File: src/rtl/decode_issue.sv
// Decode/issue stage: decodes a two-slot bundle, tracks in-flight load
// destinations, issues slots to execute and interlocks fetch on hazards.
module decode_issue #(
    parameter logic [5:0]  NOP_OP     = 6'b000000,
    parameter logic [5:0]  LOAD_MASK  = 6'b111000,
    parameter logic [5:0]  LOAD_MATCH = 6'b010000,
    parameter logic [5:0]  NOWB_MASK  = 6'b111000,
    parameter logic [5:0]  NOWB_MATCH = 6'b011000,
    parameter int unsigned LOAD_LAT   = 2
) (
    input  logic        clk,
    input  logic        rst,
    input  logic [31:0] pc_in,
    input  logic [63:0] inst_in,
    input  logic        branch_flag,
    output logic        interlock,
    output logic [31:0] pc_out,
    output logic [31:0] inst0_out,
    output logic [31:0] inst1_out,
    output logic        valid0_out,
    output logic        valid1_out
);

    localparam logic [31:0] NOP_INST = {NOP_OP, 26'b0};
    localparam logic [1:0]  LAT      = 2'(LOAD_LAT);

    typedef enum logic {
        ST_FULL   = 1'b0,
        ST_SECOND = 1'b1
    } state_t;

    state_t      r_state;
    state_t      w_state_next;
    logic [1:0]  r_busy_cnt [32];
    logic [31:0] w_busy;
    logic [31:0] w_set;
    logic [31:0] w_slot0;
    logic [31:0] w_slot1;
    logic        w_empty0;
    logic        w_empty1;
    logic        w_haz0;
    logic        w_haz1;
    logic        w_dep;
    logic        w_issue0;
    logic        w_issue1;

    function automatic logic f_empty(input logic [31:0] inst);
        return inst[31:26] == NOP_OP;
    endfunction

    function automatic logic f_is_load(input logic [31:0] inst);
        return !f_empty(inst) && ((inst[31:26] & LOAD_MASK) == LOAD_MATCH);
    endfunction

    function automatic logic f_writes_rd(input logic [31:0] inst);
        return !f_empty(inst) && ((inst[31:26] & NOWB_MASK) != NOWB_MATCH)
            && (inst[25:21] != 5'd0);
    endfunction

    function automatic logic f_hazard(input logic [31:0] inst, input logic [31:0] busy);
        logic rs1_busy;
        logic rs2_busy;
        rs1_busy = (inst[20:16] != 5'd0) && busy[inst[20:16]];
        rs2_busy = (inst[15:11] != 5'd0) && busy[inst[15:11]];
        return !f_empty(inst) && (rs1_busy || rs2_busy);
    endfunction

    assign w_slot0  = inst_in[63:32];
    assign w_slot1  = inst_in[31:0];
    assign w_empty0 = f_empty(w_slot0);
    assign w_empty1 = f_empty(w_slot1);

    // Busy flags from the scoreboard and per-slot hazard / dependency decode
    always_comb begin
        w_busy = 32'd0;
        for (int i = 0; i < 32; i++) begin
            w_busy[i] = (r_busy_cnt[i] != 2'd0);
        end
        w_haz0 = f_hazard(w_slot0, w_busy);
        w_haz1 = f_hazard(w_slot1, w_busy);
        // Slot1 must wait for slot0 on RAW or WAW against slot0's destination
        w_dep  = f_writes_rd(w_slot0) && !w_empty1
              && ((w_slot1[20:16] == w_slot0[25:21])
               || (w_slot1[15:11] == w_slot0[25:21])
               || (f_writes_rd(w_slot1) && (w_slot1[25:21] == w_slot0[25:21])));
    end

    // FSM state register
    always_ff @(posedge clk) begin
        if (rst) begin
            r_state <= ST_FULL;
        end else begin
            r_state <= w_state_next;
        end
    end

    // FSM next-state logic
    always_comb begin
        w_state_next = r_state;
        if (rst || branch_flag) begin
            w_state_next = ST_FULL;
        end else begin
            case (r_state)
                ST_FULL: begin
                    if (w_haz0) begin
                        w_state_next = ST_FULL;
                    end else if (w_empty0 && w_empty1) begin
                        w_state_next = ST_FULL;
                    end else if (w_dep || w_haz1) begin
                        w_state_next = ST_SECOND;
                    end else begin
                        w_state_next = ST_FULL;
                    end
                end
                ST_SECOND: begin
                    if (w_haz1) begin
                        w_state_next = ST_SECOND;
                    end else begin
                        w_state_next = ST_FULL;
                    end
                end
                default: w_state_next = ST_FULL;
            endcase
        end
    end

    // FSM outputs: issue decisions and the fetch interlock
    always_comb begin
        w_issue0  = 1'b0;
        w_issue1  = 1'b0;
        interlock = 1'b0;
        if (rst || branch_flag) begin
            interlock = 1'b0;
        end else begin
            case (r_state)
                ST_FULL: begin
                    if (w_haz0) begin
                        interlock = 1'b1;
                    end else if (w_empty0 && w_empty1) begin
                        interlock = 1'b0;
                    end else if (w_dep || w_haz1) begin
                        w_issue0  = 1'b1;
                        interlock = 1'b1;
                    end else begin
                        w_issue0  = 1'b1;
                        w_issue1  = 1'b1;
                    end
                end
                ST_SECOND: begin
                    if (w_haz1) begin
                        interlock = 1'b1;
                    end else begin
                        w_issue1 = 1'b1;
                    end
                end
                default: interlock = 1'b0;
            endcase
        end
    end

    // Scoreboard set requests from loads issued this cycle (r0 is never tracked)
    always_comb begin
        w_set = 32'd0;
        if (w_issue0 && f_is_load(w_slot0) && (w_slot0[25:21] != 5'd0)) begin
            w_set[w_slot0[25:21]] = 1'b1;
        end else begin
            w_set = w_set;
        end
        if (w_issue1 && f_is_load(w_slot1) && (w_slot1[25:21] != 5'd0)) begin
            w_set[w_slot1[25:21]] = 1'b1;
        end else begin
            w_set = w_set;
        end
    end

    // Scoreboard counters: a new load wins over the per-cycle decrement
    always_ff @(posedge clk) begin
        for (int i = 0; i < 32; i++) begin
            if (rst) begin
                r_busy_cnt[i] <= 2'd0;
            end else if (w_set[i]) begin
                r_busy_cnt[i] <= LAT;
            end else if (r_busy_cnt[i] != 2'd0) begin
                r_busy_cnt[i] <= r_busy_cnt[i] - 2'd1;
            end else begin
                r_busy_cnt[i] <= 2'd0;
            end
        end
    end

    // Issue registers toward execute; a bubble keeps the last PC
    always_ff @(posedge clk) begin
        if (rst) begin
            pc_out     <= 32'd0;
            inst0_out  <= NOP_INST;
            inst1_out  <= NOP_INST;
            valid0_out <= 1'b0;
            valid1_out <= 1'b0;
        end else if (branch_flag) begin
            pc_out     <= 32'd0;
            inst0_out  <= NOP_INST;
            inst1_out  <= NOP_INST;
            valid0_out <= 1'b0;
            valid1_out <= 1'b0;
        end else if (w_issue0 || w_issue1) begin
            pc_out     <= pc_in;
            inst0_out  <= w_issue0 ? w_slot0 : NOP_INST;
            inst1_out  <= w_issue1 ? w_slot1 : NOP_INST;
            valid0_out <= w_issue0 && !w_empty0;
            valid1_out <= w_issue1 && !w_empty1;
        end else begin
            pc_out     <= pc_out;
            inst0_out  <= NOP_INST;
            inst1_out  <= NOP_INST;
            valid0_out <= 1'b0;
            valid1_out <= 1'b0;
        end
    end

endmodule

File: config.mk
export PLATFORM = sky130hd
export DESIGN_NAME = decode_issue
export DESIGN_NICKNAME = d
export VERILOG_FILES = /design/src/rtl/decode_issue.sv
export SDC_FILE = /design/constraint.sdc
export NUM_CORES = 1
export LEC_CHECK = 0
export BUFFER_PORTS_ARGS = -buffer_cell sky130_fd_sc_hd__buf_2
export CORE_AREA = 3 3 132 134
export DETAILED_ROUTE_END_ITERATION = 8
export DIE_AREA = 0 0 135 137
export GPL_TIMING_DRIVEN = 0
export PLACE_DENSITY = 0.79
export SETUP_SLACK_MARGIN = 0.05
export SKIP_CTS_REPAIR_TIMING = 1
export SLEW_MARGIN = 20
export SYNTH_ARGS = -nofsm -noshare
export SYNTH_HDL_FRONTEND = slang
export SYNTH_SLANG_ARGS = --single-unit
File: constraint.sdc
create_clock -name clk -period 4 [get_ports clk]
set_input_delay 0.8 -clock clk [delete_from_list [all_inputs] [get_ports clk]]
set_output_delay 0.8 -clock clk [all_outputs]
set_load 0.005 [all_outputs]
==> results of run 1 <==
worst reg2reg max path: stages (launching register included):
cell	delay [ns]
edfxtp_1	0.38
inv_1	0.07
ha_1	0.31
mux2i_1	0.11
a221o_1	0.35
a21o_1	0.18
a32o_1	0.24
buf_6	0.14
buf_4	0.13
o31ai_2	0.59
nand4_1	0.29
clkbuf_1	0.32
o211a_1	0.29
state kept, by name, indices dropped and copies added, names as in the netlist:
register    flops
valid1_out      1
inst1_out      32
valid0_out      1
r_busy_cnt     62
pc_out         32
r_state         1
inst0_out      32
power by group:
| part | switching, mW | total, mW | internal, mW |
|---|---|---|---|
| Clock | 0.734 | 1.69 | 0.951 |
| Sequential | 0.0256 | 1.81 | 1.79 |
| Combinational | 0.449 | 0.774 | 0.325 |
worst paths after layout:
kind	from	to	slack, ns	depth (start not counted)
hold / removal	inst_in[7]	inst1_out[7]$_SDFF_PP0_	0.55	2
setup / recovery	r_busy_cnt[1][28]$_SDFFCE_PP0P_	interlock	0.17	12
hold reg to reg	pc_out[19]$_SDFFE_PP0N_	pc_out[19]$_SDFFE_PP0N_	0.57	2
setup reg to reg	r_busy_cnt[0][4]$_SDFFCE_PP0P_	r_busy_cnt[1][8]$_SDFFCE_PP0P_	0.36	12
cell type report:
class                           instances  share of cell area (%)
Timing Repair Buffer                  186                    8.50
Clock inverter                         13                    1.19
Multi-Input combinational cell        678                    43.2
Buffer                                 73                    3.24
Inverter                               67                    2.28
Sequential cell                       161                    34.8
Tap cell                              220                    2.49
Clock buffer                           19                    4.30
synthesized netlist by cell type (all sizes together) (20+ instances only):
cell	number	share of area (%)
a21oi	38	2.1
o21ai	25	1.4
dfxtp	99	22
ha	31	4.4
a21bo	32	3.6
edfxtp	62	21
mux4	20	5.1
nand2	31	1.3
buf	20	1.5
inv	67	2.8
nor2	39	1.6
and3	42	3.0
nand3	61	3.4
nor3	35	2.0
clkbuf	53	2.2
and2	38	2.7
mux2i	25	2.8
nor4	27	1.9
routing by layer:
metal | wire length (um) | part of all wire, % | GRT usage, % | up-vias
met1 | 10400 | 40 | 34.7 | 3819
met5 | 0 | 0 | 0 | -
met2 | 12100 | 46 | 44.9 | 441
met4 | 1020 | 3.9 | 13.8 | 0
met3 | 2500 | 9.6 | 5.66 | 77
li1 | - | - | - | 3825
logic make-up (layout without fill, tap and decap cells):
group / count (synthesis) / in the layout / share of synthesized area [%]
buffers and inverters: 140 / 358 / 6.57
XOR/XNOR: 14 / 14 / 1.38
AND/OR/NAND/NOR: 361 / 361 / 22.9
AO/OA/AOI/OAI: 162 / 162 / 13.3
adder cells (fa/ha/maj): 31 / 31 / 4.36
flip-flops: 161 / 161 / 43.2
other: 1 / 62 / 0.0422
multiplexers: 48 / 48 / 8.26
==> run_results.csv, run 1 <==
group,metric,value,unit
layout,final_core_util,67.3,%
sta,finalWorstSetupSlack,0.168,ns
detailed_routing,routed_via_density,5.76,
clock_tree,cts_buffer_depth,2,
sta,setup_violations,0,
setup_path,worst-path-buf-inv,4,
global_routing,grt_pass1_wl,39400,um
layout,antennaDiodeCount,0,
place,dp.cells,1382,
global_routing,grt_max_degree,17,
yosys,async_flop_share,0,%
place,io_buffers,183,
global_routing,grt_pass1_vias,7627,
yosys,netlist_area,0.00889,mm2
sta,hold-worst-slack,0.554,ns
yosys,yosysSeqAreaShare,43.2,%
sta,slew_violations,0,
floorplanning,die_y,137,um
yosys,avgSynthCellArea,9.68,um2
sta,timing.fmax,0.261,GHz
yosys,synth-seq-cells,161,
clock_tree,insertion_delay,0.44,ns
floorplanning,core_area,0.0164,mm2
power_and_ir_drop,total_power,4.27,mW
sta,relSlewSlack,38.4,%
yosys,ys_warn_count,0,
global_routing,antenna_found_initial,0,
sta,fin_crit_sh,95.8,%
global_routing,track_usage,27.5,%
layout,ff_latch_area,0.00384,mm2
setup_path,startpoint_type,"flop",
place,dpl_cell_area,0.0103,mm2
power_and_ir_drop,power_density,387,mW/mm2
yosys,ys.flop_type,"dfxtp_1",
floorplanning,die_w,135,um
sta,worst_slew_pin_slew,0.920,ns
detailed_routing,wirelength,26000,um
power_and_ir_drop,ir_drop,0.000312,V
power_and_ir_drop,power.leakage,4.87,nW
setup_path,worstPathArrival,3.03,ns
sta,tns,0,ns
detailed_routing,antenna_left,0,
clock_tree,path_clk_slew,0.07,ns
detailed_routing,drt_iter0_markers,881,
detailed_routing,avgRoutedWirePerCell,18.3,um
sta,period_needed,3.83,ns
job,max_cap_violations,0,
detailed_routing,vias,8162,
detailed_routing,drt_first_pass_iters,7,
outcome,status,"complete, no violations",
clock_tree,clock_tree.root_cell,"clkbuf_16",
floorplanning,initial_utilization,54.2,%
floorplanning,io_pins,198,
layout,design_area,0.0110,mm2
layout,area_growth,24.3,%
setup_path,crit_top_cell,"buf_6",
setup_path,cp_max_fo,10,
setup_path,crit_type,"flop to output pin",
floorplanning,dieArea,0.0185,mm2
setup_path,crit_chain,"inv_1 -> ha_1 -> mux4_2 -> mux2_2 -> nand2_1 -> a32o_1 -> buf_6 -> buf_6 -> o21ai_1 -> a21o_1 -> a21oi_1 -> buf_2",
clock_tree,htree_num_levels,4,
layout,layout_commonest_cell,"buf_2",
setup_path,worstPathRequired,3.20,ns
place,place_ws,-0.283,ns
sta,rsz0062_at_grt,"false",
clock_tree,cts.sinks,161,
sta,clock_skew,0.00957,ns
worst_hold_path,hold_class,"input pin to flop",
layout,multi_input_area,0.00477,mm2
layout,stdcell_count,1417,
detailed_routing,drcViolationCount,0,
sta,hold_violations,0,
layout,final_nets,1314,
layout,layout-drive-gt1-share,25.6,%
layout,mostFrequentLayoutCells,"buf_2 (189), dfxtp_1 (99), inv_1 (66)",
setup_path,critPathMaxStageDelay,0.49,ns
place,gp_congestion,0.988,
yosys,syn_inst,918,
clock_tree,cts_tree,"yes",
floorplanning,rows,47,
setup_path,critPathSlowestCell,"mux4_2",
setup_path,crit_family,"multiplexers",
layout,num-fill-cells,1302,
global_routing,globalRouteOverflowTotal,0,
yosys,yosysUniqueCellTypes,66,
clock_tree,numCtsBuffers,17,
place,hpwl,19600,um
yosys,synth-edff-count,62,
setup_path,cp-end-kind,"output pin",
Note: power is estimated with default switching activity, not from simulation.
==> inputs of run 2 (changes only) <==
--- a/config.mk
+++ b/config.mk
@@ -6,11 +6,12 @@
 export NUM_CORES = 1
 export LEC_CHECK = 0
 export BUFFER_PORTS_ARGS = -buffer_cell sky130_fd_sc_hd__buf_2
-export CORE_AREA = 3 3 132 134
+export CORE_AREA = 3 3 129 131
+export CTS_BUF_LIST = sky130_fd_sc_hd__clkbuf_8
 export DETAILED_ROUTE_END_ITERATION = 8
-export DIE_AREA = 0 0 135 137
+export DIE_AREA = 0 0 132 134
 export GPL_TIMING_DRIVEN = 0
-export PLACE_DENSITY = 0.79
+export PLACE_DENSITY = 0.83
 export SETUP_SLACK_MARGIN = 0.05
 export SKIP_CTS_REPAIR_TIMING = 1
 export SLEW_MARGIN = 20
==> run 2 against run 1 <==
  * Count of clock-buffer cells in the layout down 2
  * Flip-flop and latch count unchanged
  * Clock power down 21%
  * Worst setup slack worse by 0.056 ns
  * Clock skew up 0.0050 ns
  * Combinational power up 2.7%
  * Total power down 7.6%
  * Cell count up 0.21%
  * Worst hold slack worse by 0.034 ns
  * Maximum frequency down 1.4%
  * Global-route usage up 1.3 points
==> run_results.csv, run 2 (synthesized netlist as in run 1, its figures left out) <==
group,metric,value,unit
floorplanning,io_pins,198,
place,hpwl,19400,um
sta,worst_slew_pin_slew,0.957,ns
clock_tree,cts_buffer_depth,2,
sta,setup_violations,0,
power_and_ir_drop,power.internal,2.76,mW
sta,hold_violations,0,
layout,max_flop_register,"r_busy_cnt",
worst_hold_path,hold_class,"input pin to flop",
sta,slew_violations,0,
setup_path,cp_max_fo,10,
layout,final_core_util,69.7,%
sta,tns,0,ns
clock_tree,clock_tree.root_cell,"clkbuf_8",
global_routing,grt_pass1_wl,40500,um
power_and_ir_drop,power.leakage,4.83,nW
layout,antennaDiodeCount,0,
job,max_cap_violations,0,
global_routing,grt_pass1_vias,7719,
global_routing,grt_max_degree,17,
setup_path,startpoint,"inst_in[44]",
layout,layout-drive-gt1-share,26.6,%
global_routing,antenna_found_initial,0,
clock_tree,numCtsBuffers,17,
detailed_routing,drt_first_pass_iters,6,
clock_tree,insertion_delay,0.48,ns
layout,final_nets,1321,
setup_path,worstPathRequired,3.20,ns
floorplanning,core_area,0.0157,mm2
sta,hold-worst-slack,0.519,ns
layout,ff_latch_area,0.00384,mm2
layout,multi_input_area,0.00481,mm2
detailed_routing,routed_via_density,5.88,
layout,area_growth,23.2,%
clock_tree,cts.sinks,161,
sta,clock_skew,0.0146,ns
sta,period_needed,3.89,ns
detailed_routing,vias,8346,
global_routing,track_usage,28.8,%
detailed_routing,avgRoutedWirePerCell,18.4,um
layout,layout_commonest_cell,"buf_2",
clock_tree,cts_tree,"yes",
detailed_routing,drt_iter0_markers,1113,
sta,relSlewSlack,35.9,%
sta,fin_crit_sh,97.2,%
power_and_ir_drop,power_frac_seq,45.9,%
power_and_ir_drop,p_comb_share,20.1,%
floorplanning,die_y,134,um
floorplanning,rows,46,
place,dpl_cell_area,0.0103,mm2
layout,mostFrequentLayoutCells,"buf_2 (189), dfxtp_1 (99), inv_1 (66)",
floorplanning,dieArea,0.0177,mm2
power_and_ir_drop,p_sw,1.19,mW
place,dp.cells,1378,
power_and_ir_drop,netSwitchingFraction,30.0,%
layout,design_area,0.0109,mm2
place,gp_congestion,0.982,
power_and_ir_drop,power_density,361,mW/mm2
place,io_buffers,183,
setup_path,r2r_start,"r_busy_cnt[0][20]$_SDFFCE_PP0P_",
setup_path,cp-end-kind,"output pin",
sta,rsz0062_at_grt,"false",
layout,num-fill-cells,1260,
setup_path,crit_type,"input pin to output pin",
setup_path,startpoint_type,"input pin",
setup_path,worstPathArrival,3.09,ns
clock_tree,htree_num_levels,4,
outcome,status,"complete, no violations",
detailed_routing,antenna_left,0,
detailed_routing,wirelength,26100,um
clock_tree,path_clk_slew,0.09,ns
layout,largest_reg_flops,62,
sta,timing.fmax,0.257,GHz
worst_hold_path,hp-start,"inst_in[9]",
detailed_routing,drcViolationCount,0,
global_routing,globalRouteOverflowTotal,0,
power_and_ir_drop,power.share.clock,34.0,%
floorplanning,die_w,132,um
layout,stdcell_count,1420,
power_and_ir_drop,ir_drop,0.000249,V
floorplanning,initial_utilization,56.6,%
## run 2: changes by cell type in the layout (fill, tap and decap cells not counted), sizes merged
cell	delta
clkinvlp	-1
bufinv	+2
clkinv	+1
buf	+7
clkbuf	-2
## run 2: stage by stage
step	setup WS, ns	total power [mW]
floorplan	0.319	2.33
global placement	-0.218	2.55
detailed placement	-0.287	2.57
CTS	-0.370	3.89
global route	0.0276	4.11
finish	0.112	3.95
## run 2: final cells by class
cell class | count | share of cell area (%)
well taps | 216 | 2.47
clock inverters | 15 | 1.77
plain buffers | 73 | 3.23
inverters | 67 | 2.30
flip-flops and latches | 161 | 35.1
repair buffers | 193 | 9.05
clock buffers | 17 | 2.14
multi-input cells | 678 | 43.9
## run 2: final timing paths
| kind | end | slack, ns | depth (start not counted) |
|---|---|---|---|
| worst min-delay path | inst1_out[9]$_SDFF_PP0_ | 0.52 | 2 |
| worst max-delay path | interlock | 0.11 | 12 |
| worst max register to register | r_busy_cnt[0][16]$_SDFFCE_PP0P_ | 0.16 | 11 |
| worst min register to register | pc_out[23]$_SDFFE_PP0N_ | 0.57 | 2 |
## run 2: worst max-delay path: stages
cell and delay, ns:
buf_2 0.10, buf_4 0.20, mux4_2 0.53, mux2i_2 0.25, or2_1 0.16, a32o_2 0.20, buf_6 0.13, buf_6 0.14
o21ai_1 0.09, a21o_1 0.21, a21oi_2 0.13, buf_2 0.13
## run 2: per-layer routing
metal | up-vias | wire [um] | GRT usage, %
met4 | 0 | 1100 | 11.8
met2 | 552 | 12000 | 46.0
li1 | 3846 | - | -
met3 | 95 | 2800 | 6.71
met1 | 3853 | 10200 | 37.9
met5 | - | 0 | 0
## run 2: power by group through the flow
stage               Sequential [mW]  Clock (mW)  Combinational, mW
global route                   1.82        1.42              0.867
global placement               1.84           0              0.705
detailed placement             1.85           0              0.722
CTS                            1.81        1.35              0.729
finish                         1.81        1.34              0.795
floorplan                      1.85           0              0.483
==> inputs of run 3 (changes only) <==
--- a/config.mk
+++ b/config.mk
@@ -11,7 +11,7 @@
 export DETAILED_ROUTE_END_ITERATION = 8
 export DIE_AREA = 0 0 132 134
 export GPL_TIMING_DRIVEN = 0
-export PLACE_DENSITY = 0.83
+export PLACE_DENSITY_LB_ADDON = 0.15
 export SETUP_SLACK_MARGIN = 0.05
 export SKIP_CTS_REPAIR_TIMING = 1
 export SLEW_MARGIN = 20
==> run 3 against run 2 <==
  * Register-to-register slack improved by 0.13 ns
  * Wire length up 0.33%
  * Worst hold slack got worse by 0.011 ns
  * Worst setup slack gained 0.051 ns
  * Clock skew increased by 0.00065 ns
  * Largest cell class unchanged
  * Largest power group unchanged
==> run_results.csv, run 3 (synthesized netlist as in run 1, its figures left out) <==
group,metric,value,unit
layout,area_growth,22.7,%
detailed_routing,wirelength,26200,um
global_routing,grt_pass1_wl,39600,um
sta,hold_violations,0,
floorplanning,initial_utilization,56.6,%
detailed_routing,vias,8190,
detailed_routing,drt_iter0_markers,860,
global_routing,track_usage,28.6,%
clock_tree,cts.sinks,161,
layout,final_nets,1318,
setup_path,critPathMaxStageDelay,0.46,ns
layout,layout-drive-gt1-share,26.3,%
clock_tree,numCtsBuffers,17,
place,io_buffers,183,
clock_tree,cts_buffer_depth,2,
power_and_ir_drop,total_power,3.85,mW
detailed_routing,routed_via_density,5.78,
sta,period_needed,3.84,ns
setup_path,worstPathRequired,3.20,ns
sta,slew_violations,0,
setup_path,reg2reg_slack,0.29,ns
layout,max_flop_register,"r_busy_cnt",
sta,hold-worst-slack,0.508,ns
sta,setup_violations,0,
place,hpwl,19500,um
worst_hold_path,hp-start,"inst_in[6]",
setup_path,rr_worst_depth,11,
worst_hold_path,min_to,"inst1_out[6]$_SDFF_PP0_",
layout,largest_reg_flops,62,
clock_tree,insertion_delay,0.49,ns
global_routing,globalRouteOverflowTotal,0,
layout,layout_commonest_cell,"buf_2",
detailed_routing,antenna_left,0,
floorplanning,die_w,132,um
job,max_cap_violations,0,
setup_path,r2r_start,"r_busy_cnt[0][16]$_SDFFCE_PP0P_",
sta,fin_crit_sh,95.9,%
sta,clock_skew,0.0152,ns
place,gp_congestion,0.972,
setup_path,cp-end-kind,"output pin",
setup_path,rr_endpoint,"r_busy_cnt[0][20]$_SDFFCE_PP0P_",
detailed_routing,avgRoutedWirePerCell,18.5,um
global_routing,grt_max_degree,17,
worst_hold_path,min_path_cells,2,
setup_path,crit_type,"flop to output pin",
clock_tree,clock_tree.root_cell,"clkbuf_8",
worst_hold_path,hold_class,"input pin to flop",
power_and_ir_drop,power_density,353,mW/mm2
setup_path,crit_chain,"inv_1 -> ha_2 -> mux4_2 -> mux2_2 -> nand2_1 -> a32o_2 -> buf_6 -> buf_8 -> o21ai_1 -> a21o_1 -> a21oi_1 -> buf_2",
global_routing,antenna_found_initial,0,
global_routing,grt_pass1_vias,7617,
sta,worst_slew_pin_slew,0.942,ns
sta,relSlewSlack,36.9,%
sta,rsz0062_at_grt,"false",
detailed_routing,drcViolationCount,0,
power_and_ir_drop,power.leakage,4.80,nW
clock_tree,htree_num_levels,4,
setup_path,worstPathArrival,3.04,ns
floorplanning,io_pins,198,
setup_path,critPathSlowestCell,"mux4_2",
setup_path,cp_max_fo,10,
power_and_ir_drop,ir_drop,0.000208,V
floorplanning,dieArea,0.0177,mm2
outcome,status,"complete, no violations",
floorplanning,die_y,134,um
detailed_routing,drt_first_pass_iters,6,
clock_tree,cts_tree,"yes",
floorplanning,core_area,0.0157,mm2
layout,antennaDiodeCount,0,
floorplanning,rows,46,
sta,timing.fmax,0.261,GHz
layout,mostFrequentLayoutCells,"buf_2 (189), dfxtp_1 (99), inv_1 (67)",
clock_tree,path_clk_slew,0.09,ns
setup_path,startpoint_type,"flop",
==> run 3: final cells by class <==
class / instances / area [um2]
plain buffers: 73 / 362
clock buffers: 20 / 275
clock inverters: 12 / 120
fillers: 1288 / 4810
inverters: 67 / 251
multi-input cells: 678 / 4820
flip-flops and latches: 161 / 3840
well taps: 216 / 270
repair buffers: 190 / 968
==> run 3: report_power, final <==
part / switching (mW) / internal (mW)
logic: 0.457 / 0.339
registers: 0.0257 / 1.78
clock network: 0.686 / 0.557
total: 1.17 / 2.68
==> run 3: worst max-delay path: cells and delay by family (launching register included) <==
family / cells / cell delay, ns
AOI/OAI and AO/OA: 4 / 0.61
adders and majority gates: 1 / 0.23
buffers and inverters: 4 / 0.49
DFF: 1 / 0.38
muxes: 2 / 0.75
and+or+nand+nor: 1 / 0.07
==> run 3: worst max path at each step <==
stage	slack, ns	endpoint	from	cells after the start
2_1_floorplan	0.32	interlock	inst_in[45]	10
3_3_place_gp	-0.30	interlock	inst_in[44]	12
3_5_place_dp	-0.33	interlock	inst_in[44]	12
4_1_cts	-0.44	interlock	r_busy_cnt[1][18]$_SDFFCE_PP0P_	12
5_1_grt	0.07	interlock	r_busy_cnt[1][6]$_SDFFCE_PP0P_	12
6_report	0.16	interlock	r_busy_cnt[1][26]$_SDFFCE_PP0P_	12
==> run 3: layer usage <==
layer	part of all wire (%)	vias to the layer above	global-route usage, %	routed length, um
met5	0	-	0	0
met4	2.9	0	10.9	767
met3	10	69	7.76	2710
met2	47	462	45.9	12200
met1	40	3816	37.1	10500
li1	-	3843	-	-
==> run 3: stage by stage <==
stage               TNS (ns)  utilization (%)  setup slack (ns)  std cells  instance area (um2)
floorplan                  0                -             0.319        979                 9120
global placement      -0.297             65.6            -0.297       1378                10300
detailed placement    -0.334             65.6            -0.334       1378                10300
CTS                   -0.442             68.1            -0.442       1410                10700
global route               0             69.4            0.0686       1417                10900
finish                     0             69.4             0.163       1417                10900
